### src/rtl/id_operand_stage.sv
// Decode-stage operand selection, hazard detection and ID->EX pipeline register.
// Optional feature macro: FORWARDING_EN (EX/MEM forwarding; undefined = stall until WB bypass).
module id_operand_stage (
    input  logic        clk,
    input  logic        rst,
    input  logic        IF_ID_valid,
    input  logic [4:0]  IF_ID_rs1,
    input  logic [4:0]  IF_ID_rs2,
    input  logic [4:0]  IF_ID_rd,
    input  logic        IF_ID_rd_we,
    input  logic        IF_ID_is_load,
    output logic [4:0]  ID_EX_rs1,
    output logic [4:0]  ID_EX_rs2,
    input  logic [31:0] RF_rs1_data,
    input  logic [31:0] RF_rs2_data,
    input  logic [31:0] EX_result,
    input  logic [4:0]  MEM_rd,
    input  logic        MEM_we,
    input  logic [31:0] MEM_data,
    input  logic [4:0]  WB_rd,
    input  logic        WB_we,
    input  logic [31:0] WB_data,
    input  logic        ex_ready,
    input  logic        flush,
    output logic        ID_stall,
    output logic        EX_valid,
    output logic [4:0]  EX_rd,
    output logic        EX_rd_we,
    output logic        EX_is_load,
    output logic [31:0] EX_rs1_val,
    output logic [31:0] EX_rs2_val,
    output logic [15:0] hazard_cnt
);

    logic        valid_q, valid_d;
    logic [4:0]  rd_q, rd_d;
    logic        rd_we_q, rd_we_d;
    logic        is_load_q, is_load_d;
    logic [31:0] rs1_val_q, rs1_val_d;
    logic [31:0] rs2_val_q, rs2_val_d;
    logic [15:0] cnt_q, cnt_d;

    logic        rs1_nz, rs2_nz;
    logic        ex_m1, ex_m2, mem_m1, mem_m2, wb_m1, wb_m2;
    logic [31:0] op1, op2;
    logic        hazard;

    assign ID_EX_rs1 = IF_ID_rs1;
    assign ID_EX_rs2 = IF_ID_rs2;

    assign rs1_nz = (IF_ID_rs1 != 5'd0);
    assign rs2_nz = (IF_ID_rs2 != 5'd0);

    assign mem_m1 = MEM_we && (MEM_rd == IF_ID_rs1) && rs1_nz;
    assign mem_m2 = MEM_we && (MEM_rd == IF_ID_rs2) && rs2_nz;
    assign wb_m1  = WB_we  && (WB_rd  == IF_ID_rs1) && rs1_nz;
    assign wb_m2  = WB_we  && (WB_rd  == IF_ID_rs2) && rs2_nz;

`ifdef FORWARDING_EN
    // Loads are excluded: their data is not ready until MEM.
    assign ex_m1 = valid_q && rd_we_q && !is_load_q && (rd_q == IF_ID_rs1) && rs1_nz;
    assign ex_m2 = valid_q && rd_we_q && !is_load_q && (rd_q == IF_ID_rs2) && rs2_nz;

    assign op1 = !rs1_nz ? 32'd0 : ex_m1 ? EX_result : mem_m1 ? MEM_data :
                 wb_m1 ? WB_data : RF_rs1_data;
    assign op2 = !rs2_nz ? 32'd0 : ex_m2 ? EX_result : mem_m2 ? MEM_data :
                 wb_m2 ? WB_data : RF_rs2_data;

    assign hazard = IF_ID_valid && valid_q && is_load_q && rd_we_q && (rd_q != 5'd0) &&
                    ((rd_q == IF_ID_rs1) || (rd_q == IF_ID_rs2));
`else
    logic unused_fwd;
    assign unused_fwd = ^{EX_result, MEM_data};

    // Any in-flight writer of a source blocks ID until it reaches WB.
    assign ex_m1 = valid_q && rd_we_q && (rd_q == IF_ID_rs1) && rs1_nz;
    assign ex_m2 = valid_q && rd_we_q && (rd_q == IF_ID_rs2) && rs2_nz;

    assign op1 = !rs1_nz ? 32'd0 : wb_m1 ? WB_data : RF_rs1_data;
    assign op2 = !rs2_nz ? 32'd0 : wb_m2 ? WB_data : RF_rs2_data;

    assign hazard = IF_ID_valid && (ex_m1 || ex_m2 || mem_m1 || mem_m2);
`endif

    assign ID_stall = !flush && (hazard || !ex_ready);

    always_comb begin
        valid_d   = valid_q;
        rd_d      = rd_q;
        rd_we_d   = rd_we_q;
        is_load_d = is_load_q;
        rs1_val_d = rs1_val_q;
        rs2_val_d = rs2_val_q;
        cnt_d     = cnt_q;
        if (hazard && !flush && (cnt_q != 16'hFFFF))
            cnt_d = cnt_q + 16'd1;
        if (flush) begin
            valid_d = 1'b0;
        end else if (ex_ready) begin
            if (hazard) begin
                valid_d = 1'b0;
            end else begin
                valid_d   = IF_ID_valid;
                rd_d      = IF_ID_rd;
                rd_we_d   = IF_ID_rd_we;
                is_load_d = IF_ID_is_load;
                rs1_val_d = op1;
                rs2_val_d = op2;
            end
        end
    end

    always_ff @(posedge clk) begin
        if (!rst) begin
            valid_q   <= 1'b0;
            rd_q      <= 5'd0;
            rd_we_q   <= 1'b0;
            is_load_q <= 1'b0;
            rs1_val_q <= 32'd0;
            rs2_val_q <= 32'd0;
            cnt_q     <= 16'd0;
        end else begin
            valid_q   <= valid_d;
            rd_q      <= rd_d;
            rd_we_q   <= rd_we_d;
            is_load_q <= is_load_d;
            rs1_val_q <= rs1_val_d;
            rs2_val_q <= rs2_val_d;
            cnt_q     <= cnt_d;
        end
    end

    assign EX_valid   = valid_q;
    assign EX_rd      = rd_q;
    assign EX_rd_we   = rd_we_q;
    assign EX_is_load = is_load_q;
    assign EX_rs1_val = rs1_val_q;
    assign EX_rs2_val = rs2_val_q;
    assign hazard_cnt = cnt_q;

endmodule

### config.mk
export PLATFORM = sky130hd
export DESIGN_NAME = id_operand_stage
export DESIGN_NICKNAME = d
export VERILOG_FILES = /design/src/rtl/id_operand_stage.sv
export SDC_FILE = /design/constraint.sdc
export NUM_CORES = 1
export LEC_CHECK = 0
export ABC_AREA = 1
export BUFFER_PORTS_ARGS = -buffer_cell sky130_fd_sc_hd__clkbuf_2
export CAP_MARGIN = 20
export CORE_AREA = 2 2 114 116
export DETAILED_ROUTE_END_ITERATION = 10
export DIE_AREA = 0 0 116 118
export GPL_ROUTABILITY_DRIVEN = 1
export PLACE_DENSITY_LB_ADDON = 0.12
export SYNTH_ARGS = -nofsm -noshare
export SYNTH_HDL_FRONTEND = slang
export SYNTH_SLANG_ARGS = --single-unit
### constraint.sdc
create_clock -name clk -period 1.93 [get_ports clk]
set_clock_uncertainty 0.2 [all_clocks]
set_input_delay 0.2895 -clock clk [delete_from_list [all_inputs] [get_ports clk]]
set_output_delay 0.2895 -clock clk [all_outputs]
set_load 0.005 [all_outputs]
==> results of run 1 <==
[cell usage after synthesis (2+ instances only)]
cell / number / area, sq um
a21oi_1: 82 / 410.4
buf_2: 9 / 45.04
buf_4: 16 / 120.1
buf_6: 6 / 67.56
clkbuf_1: 30 / 112.6
dfxtp_1: 88 / 1762
inv_1: 122 / 457.9
inv_2: 7 / 26.28
nand2_1: 383 / 1438
nand2_2: 2 / 12.51
nand3_1: 78 / 390.4
nand4_1: 6 / 37.54
nor2_1: 108 / 405.4
nor3_1: 4 / 20.02
nor3_2: 2 / 20.02
o21ai_0: 5 / 25.02
xnor2_1: 7 / 61.31
xor2_1: 9 / 78.83
[flip-flops by register name, summed over array words and instances, names as in the netlist]
signal	cells
EX_rs1_val	32
EX_rs2_val	32
hazard_cnt	16
EX_rd	5
EX_is_load	1
EX_rd_we	1
EX_valid	1
[path summary, 6_finish.rpt]
kind,startpoint,endpoint,cells after the start
max,EX_rd[4],ID_stall,12
min,IF_ID_rd[0],EX_rd[0],3
max reg2reg,EX_rd[4],EX_rs2_val[28],18
min reg2reg,EX_is_load,EX_is_load,2
[metrics by stage]
step,utilization,instance area (sq um)
after floorplan,-,5575
after global placement,0.5846,7257
after detailed placement,0.5846,7257
after CTS,0.6663,8272
after global routing,0.7127,8847
final,0.7127,8847
[power breakdown]
| part | total (W) | switching [W] | internal, W |
|---|---|---|---|
| combinational | 0.00136 | 0.000708 | 0.000647 |
| clock | 0.00185 | 0.000806 | 0.00104 |
| sequential | 0.00198 | 0.0000612 | 0.00192 |
[cells by family after synthesis]
logic type                 after synthesis  synth area share
DFF                                     88            0.3160
xor gates and xnor gates                16           0.02514
AOI/OAI and AO/OA                       91           0.08393
adders and majority gates                1          0.002244
buffers and inverters                  191            0.1495
and+or+nand+nor                        587            0.4233
[critical path, delay by kind of cell, from the launching register on]
| kind | cells | cell delay (ns) |
|---|---|---|
| simple gates | 8 | 0.62 |
| flops | 1 | 0.37 |
| buf+inv | 3 | 0.30 |
| compound gates | 1 | 0.12 |
[metal layers]
metal | routed length, microns | up-vias | part of all wire | global-route usage
met2 | 9722 | 274 | 0.48 | 0.4730
met4 | 452 | 0 | 0.022 | 0.09449
met3 | 1703 | 32 | 0.083 | 0.07930
li1 | - | 3542 | - | -
met1 | 8587 | 3137 | 0.42 | 0.3515
met5 | 0 | - | 0 | 0
[layout make-up]
class | instances | share of cell area
repair buffers | 339 | 0.2875
inverters | 130 | 0.05544
flip-flops and latches | 88 | 0.2015
well taps | 172 | 0.02432
clock inverters | 6 | 0.007495
clock buffers | 10 | 0.02701
multi-input cells | 695 | 0.3967
[timing repair]
item / 4_1_cts / 5_1_grt
cloned: 12 / 4
pin swaps: 5 / 46
setup endpoints to repair: 69 / 89
hold buffers: 6 / 0
buffers inserted: 15 / 12
endpoints found under the hold margin: 6 / 0
gates resized for setup: 55 / 154
==> results.toml, run 1 <==
[routing]
ant_nets = 0
viasPerCell = 4.851
drc = 0
vias = 6985
first_pass_iters = 5
wl_per_cell_microns = 14.21
drt_iter0_drc = 523
wl_mm = 20.47

[cells_and_area]
layout_commonest_cell = "nand2_1"
register_area_sq_um = 1783
n_fill_cell = 1141
multi_input_area_sq_um = 3510
final_cell_mix = "310 x nand2_1, 227 x clkbuf_2, 117 x inv_1"
area_delta_synth_final_pct = 58.69
drive_gt1_frac = 0.3991
antennaDiodeCount = 0
fin_cells = 1440
fin_nets = 1458

[timing]
setup_viol = 81
period_needed_ns = 2.231
tns_ns = -11.15
finalCritPeriodShare = 1.156
whs_ns = 0.02385
grt_setup_unrepaired = "yes"
hold_viol = 0
tightest_slew_ns = 0.6673
max_freq_mhz = 448.3
drv_slew = 0
relSlewSlack = 0.5524
worst_slack_ns = -0.3006

[synthesis]
synth_edf_count = 0
synthArstFlopShare = 0
synth_nets = 1169
ys_warn_count = 0
syn-mean-instance-area_sq_um = 5.724
ys_seq_elements = 88
synthFlopType = "dfxtp_1"
postSynthCellCount = 974
yosysSeqAreaShare = 0.3160
netlist_area_sq_um = 5575
synth_cell_types = 28

[critical_path]
cp-start-kind = "register"
crit_slowest_cell = "dfxtp_4"
arrival_ns = 1.74
path_common_cell = "nand2_1"
worst-r2r-setup-slack_ns = -0.23
cp_cell_sequence = "inv_2, nand2_1, nand2_1, nor2_2, nand3_1, nand2_1, nand2_1, nand2_2, nand2_2, buf_6, a21oi_2, buf_2"
critPathCaptureType = "output pin"
cpPeakStageDelay_ns = 0.37
cp_data_required_time_ns = 1.44
crit_fanout = 4
crit_type = "register to output pin"

[status]
violations = "setup timing"
status = "finished with violations"

[clock_tree]
root_buffer = "clkbuf_16"
numCtsBuffers = 9
cts_max_level = 3
clkTransAtPathRegs_ns = 0.07
cts_sinks = 88
clk_latency_ns = 0.35
clockBufferDepth = 2
cts_tree = "built"

[die]
core-area_sq_um = 12410
std_cell_rows = 41
initial_core_util = 0.4491
die_h_microns = 118
die_area_sq_um = 13690
pin_count = 293
fp.dieW_microns = 116

[grt]
grt_pass1_vias = 6457
grt-ovfl-total = 0
grt_pass1_wl_mm = 31.04
grt_max_degree = 58
grt_antenna_before_repair = 0
grt.total_usage = 0.2845

[min_path]
hp-class = "input port to register"

[flow_run]
cap_violations = 0

[power]
leakage_nw = 4.765
finalPower_w = 0.005188
power.density_nw_per_um2 = 586.4
max-vdd-ir-drop_mv = 0.3333

[place]
pre_cts_ws_ns = -0.1406
port_buffers = 228
place_congestion = 0.9176
dpl.hpwl_mm = 13.08
post-place-cells = 1384
Note: power is estimated with default switching activity, not from simulation.
==> run 2, diff against run 1 <==
==> constraint.sdc (replaced) <==
create_clock -name clk -period 1.93 [get_ports clk]
set_clock_uncertainty 0.2 [all_clocks]
set_input_delay 0.2895 -clock clk [delete_from_list [all_inputs] [get_ports clk]]
set_output_delay 0.2895 -clock clk [all_outputs]
set_load 0.05 [all_outputs]
==> results.toml, run 2 (synthesis results as in run 1) <==
[power]
switchingPower_w = 0.001900
finalPower_w = 0.005338
power.density_nw_per_um2 = 622.9
seqPwrFrac = 0.370
leakage_nw = 4.639
max-vdd-ir-drop_mv = 0.3738
cellInternalPower_w = 0.003439
swShare = 0.3559
p_comb_frac = 0.314
p_clk_frac = 0.316

[cells_and_area]
drive_gt1_frac = 0.3583
n_fill_cell = 1171
final_cell_mix = "372 x nand2_1, 227 x clkbuf_2, 118 x inv_1"
layout_commonest_cell = "nand2_1"
area_delta_synth_final_pct = 53.73
fin_nets = 1443
fin_cells = 1425
antennaDiodeCount = 0

[grt]
grt_pass1_vias = 6069
grt_max_degree = 37
grt_antenna_before_repair = 0
grt_pass1_wl_mm = 29.47
grt.total_usage = 0.2696
grt-ovfl-total = 0

[routing]
drc = 0
first_pass_iters = 5
drt_iter0_drc = 425
wl_per_cell_microns = 13.83
vias = 6839
viasPerCell = 4.799
wl_mm = 19.71
ant_nets = 0

[critical_path]
path_common_cell = "nand2_2"
rr_endpoint = "EX_rs2_val[23]"
worst-r2r-setup-slack_ns = -0.21
cpPeakStageDelay_ns = 0.37
cp_cell_sequence = "inv_4, nand2_2, nand2_2, nor2_2, nand3_1, nand2_1, nand2_2, nand2_4, nand2_4, buf_12, a21oi_4, buf_8"
startpoint = "EX_rd[2]"
crit_fanout = 4
timing.rr.start = "EX_rd[2]"
crit_type = "register to output pin"
arrival_ns = 1.73
reg2reg_depth = 17
critPathCaptureType = "output pin"
crit_slowest_cell = "dfxtp_4"
cp_data_required_time_ns = 1.44
cp-start-kind = "register"

[die]
core-area_sq_um = 12410
pin_count = 293
die_area_sq_um = 13690
std_cell_rows = 41
die_h_microns = 118
initial_core_util = 0.4491
fp.dieW_microns = 116

[clock_tree]
clockBufferDepth = 2
cts_tree = "built"
root_buffer = "clkbuf_16"
cts_max_level = 3
clkTransAtPathRegs_ns = 0.07
clk_latency_ns = 0.35
numCtsBuffers = 9
cts_sinks = 88

[timing]
whs_ns = 0.01828
tightest_slew_ns = 0.6140
hold_viol = 0
finalCritPeriodShare = 1.150
period_needed_ns = 2.220
setup_viol = 86
worst_slack_ns = -0.2902
grt_setup_unrepaired = "yes"
max_freq_mhz = 450.4
drv_slew = 0
relSlewSlack = 0.5881

[status]
status = "finished with violations"
violations = "setup timing"

[min_path]
hp-start = "IF_ID_rd_we"
hp-class = "input port to register"
hold_end = "EX_rd_we"
whs_path_depth = 3

[place]
post-place-cells = 1376
place_congestion = 0.8805
port_buffers = 228
dpl.hpwl_mm = 13.08

[flow_run]
cap_violations = 0
run 2: changes by cell type in the layout (fill, tap and decap cells not counted), moves of 5 or more:
cell	delta
a21oi_1	-16
buf_16	-6
nand2_2	-49
clkbuf_16	+7
nand2_1	+62
nand2_4	-13
buf_4	-12
a21oi_2	+11
a21oi_4	+5
dfxtp_4	+6
dfxtp_1	-10
run 2: through the flow:
| stage | setup WS [ns] | instance area (sq um) | setup TNS [ns] | util |
|---|---|---|---|---|
| after detailed placement | -0.2538 | 7282 | -12.42 | 0.5866 |
| after floorplan | 0.01587 | 5637 | 0 | - |
| final | -0.2902 | 8571 | -8.879 | 0.6904 |
| after CTS | -0.3459 | 7989 | -8.192 | 0.6435 |
| after global routing | -0.3958 | 8571 | -21.00 | 0.6904 |
| after global placement | -0.2561 | 7282 | -11.53 | 0.5866 |
run 2: repair_timing:
item / CTS / global route
resized for setup: 45 / 88
endpoints found under the setup margin: 8 / 87
endpoints found under the hold margin: 6 / 0
hold buffers: 6 / 0
cloned: 5 / 11
pin swaps: 11 / 19
setup buffers: 7 / 9
run 2: cell type report:
type | count | area [sq um] | area share
tap | 172 | 215.2 | 0.02511
clock buffer | 12 | 246.5 | 0.02876
multi-input combinational | 695 | 3372 | 0.3934
timing repair buffer | 324 | 2405 | 0.2806
sequential | 88 | 1810 | 0.2112
clock inverter | 4 | 28.78 | 0.003358
inverter | 130 | 493.0 | 0.05752
run 2: critical path: cells and delay by family (launching register included):
family	cells	cell delay, ns
DFF	1	0.37
and+or+nand+nor	8	0.56
AOI/OAI and AO/OA	1	0.12
buffers and inverters	3	0.33
run 2: worst max-delay path by stage:
stage,depth (start not counted),to
floorplan,10,ID_stall
global placement,13,ID_stall
detailed placement,14,ID_stall
CTS,12,ID_stall
global route,12,ID_stall
finish,12,ID_stall
run 2: layer usage:
| metal | part of all wire | global-route usage |
|---|---|---|
| met1 | 0.44 | 0.3445 |
| met2 | 0.47 | 0.4437 |
| met4 | 0.025 | 0.09896 |
| met5 | 0 | 0 |
| met3 | 0.072 | 0.05664 |
run 2: power by group through the flow:
stage	Clock, W	Sequential, W	Combinational (W)
6_report	0.00169	0.00198	0.00168
5_1_grt	0.00178	0.00199	0.00181
4_1_cts	0.00170	0.00198	0.00154
3_5_place_dp	0	0.00202	0.00142
3_3_place_gp	0	0.00201	0.00142
2_1_floorplan	0	0.00238	0.000574
==> run 3, diff against run 2 <==
==> constraint.sdc (replaced) <==
create_clock -name clk -period 1.93 [get_ports clk]
set_clock_uncertainty 0.2 [all_clocks]
set_input_delay 0 -clock clk [delete_from_list [all_inputs] [get_ports clk]]
set_output_delay 0 -clock clk [all_outputs]
set_load 0.05 [all_outputs]
==> results.toml, run 3 (synthesis results as in run 1) <==
[die]
core-area_sq_um = 12410
pin_count = 293
initial_core_util = 0.4491
fp.dieW_microns = 116
die_h_microns = 118
std_cell_rows = 41
die_area_sq_um = 13690

[status]
violations = "setup timing"
status = "finished with violations"

[place]
dpl.hpwl_mm = 12.57
port_buffers = 228
post-place-cells = 1346
place_congestion = 0.8535

[grt]
grt-ovfl-total = 0
grt_pass1_wl_mm = 31.74
grt.total_usage = 0.2900
grt_pass1_vias = 6769
grt_antenna_before_repair = 0
grt_max_degree = 72

[flow_run]
cap_violations = 0

[timing]
drv_slew = 0
hold_viol = 0
grt_setup_unrepaired = "yes"
max_freq_mhz = 484.8
finalCritPeriodShare = 1.069
period_needed_ns = 2.063
setup_viol = 84
relSlewSlack = 0.5908
worst_slack_ns = -0.1329
tightest_slew_ns = 0.6101

[clock_tree]
clockBufferDepth = 2
cts_max_level = 3
cts_sinks = 88
root_buffer = "clkbuf_16"
numCtsBuffers = 9
clk_latency_ns = 0.35
cts_tree = "built"
clkTransAtPathRegs_ns = 0.07

[critical_path]
cp_num_buf_inv = 4
arrival_ns = 2.11
critPathCaptureType = "register"
cpPeakStageDelay_ns = 0.36
worst-r2r-setup-slack_ns = -0.13
crit_slowest_cell = "dfxtp_2"
critPathTopFamily = "simple AND/OR/NAND/NOR gates"
crit_type = "register to register"
cp_data_required_time_ns = 1.98
cp_cell_sequence = "buf_6, nand2_2, nand2_2, nor2_1, nand3_1, nand2_1, nand2_1, nand2_2, nand2_2, buf_6, nand3_4, clkbuf_16, clkbuf_16, a21oi_4, nor2_1"
crit_fanout = 5
path_common_cell = "nand2_2"
cp-start-kind = "register"

[power]
seqPwrFrac = 0.357
power.density_nw_per_um2 = 603.3
switchingPower_w = 0.001939
p_comb_frac = 0.320
swShare = 0.3489
max-vdd-ir-drop_mv = 0.4691
leakage_nw = 4.851
cellInternalPower_w = 0.003619
p_clk_frac = 0.324
finalPower_w = 0.005558

[routing]
wl_mm = 22.65
drc = 0
wl_per_cell_microns = 15.14
ant_nets = 0
first_pass_iters = 8
vias = 7478
viasPerCell = 4.999
drt_iter0_drc = 559

[cells_and_area]
antennaDiodeCount = 0
n_fill_cell = 1032
multi_input_area_sq_um = 3406
register_area_sq_um = 1800
layout_commonest_cell = "nand2_1"
fin_nets = 1514
drive_gt1_frac = 0.3187
fin_cells = 1496
final_cell_mix = "343 x nand2_1, 227 x clkbuf_2, 117 x inv_1"
area_delta_synth_final_pct = 65.24

[min_path]
hp-class = "input port to register"
==> run 3: layout make-up <==
class | instances | share of cell area
inverters | 130 | 0.05324
clock inverters | 3 | 0.004753
repair buffers | 393 | 0.3264
multi-input cells | 697 | 0.3697
clock buffers | 13 | 0.02716
flip-flops and latches | 88 | 0.1954
well taps | 172 | 0.02336
==> run 3: path summary, 6_finish.rpt <==
kind / endpoint / cells past startpoint / from
worst max-delay path: EX_rs1_val[1] / 15 / EX_rd[2]
worst min-delay path: EX_rs1_val[7] / 7 / WB_we
worst max register to register: EX_rs1_val[1] / 15 / EX_rd[2]
worst min register to register: EX_is_load / 2 / EX_is_load
==> run 3: per-layer routing <==
metal | up-vias | routed length [microns] | global-route usage
met5 | - | 0 | 0
li1 | 3653 | - | -
met4 | 0 | 938 | 0.1443
met3 | 96 | 1930 | 0.07415
met1 | 3288 | 9104 | 0.3338
met2 | 441 | 10680 | 0.4916
==> run 3: through the flow <==
step	setup slack [ns]	hold slack, ns	setup TNS [ns]	cell area [sq um]	utilization
6_report	-0.1329	0.1653	-6.074	9213	0.7421
5_1_grt	-0.2079	0.2032	-12.76	9213	0.7421
4_1_cts	-0.03220	0.1504	-0.3170	8443	0.6801
3_5_place_dp	0.01118	0.01822	0	7014	0.5650
3_3_place_gp	0.002103	0.02076	0	7014	0.5650
2_1_floorplan	0.001958	-0.1358	0	5619	-
==> run 3: timing repair <==
action / in CTS / in global routing
resized for setup: 8 / 114
endpoints found under the hold margin: 88 / 0
pin swaps: 8 / 35
cloned: 0 / 17
setup endpoints to repair: 2 / 88
hold buffers: 107 / 0
setup buffers: 6 / 5
==> run 3: power groups by stage <==
stage | Clock, W | Sequential, W | Combinational, W
final | 0.00180 | 0.00198 | 0.00178
after global placement | 0 | 0.00201 | 0.00136
after CTS | 0.00182 | 0.00198 | 0.00154
after floorplan | 0 | 0.00238 | 0.000573
after detailed placement | 0 | 0.00202 | 0.00136
after global routing | 0.00187 | 0.00199 | 0.00190
==> run 3: worst min-delay path, stage by stage <==
cell and delay, ns:
clkbuf_2 0.09, o21ai_0 0.14, nor3_4 0.09, buf_12 0.16, nand3_1 0.07, a21oi_1 0.06
nor2_1 0.07
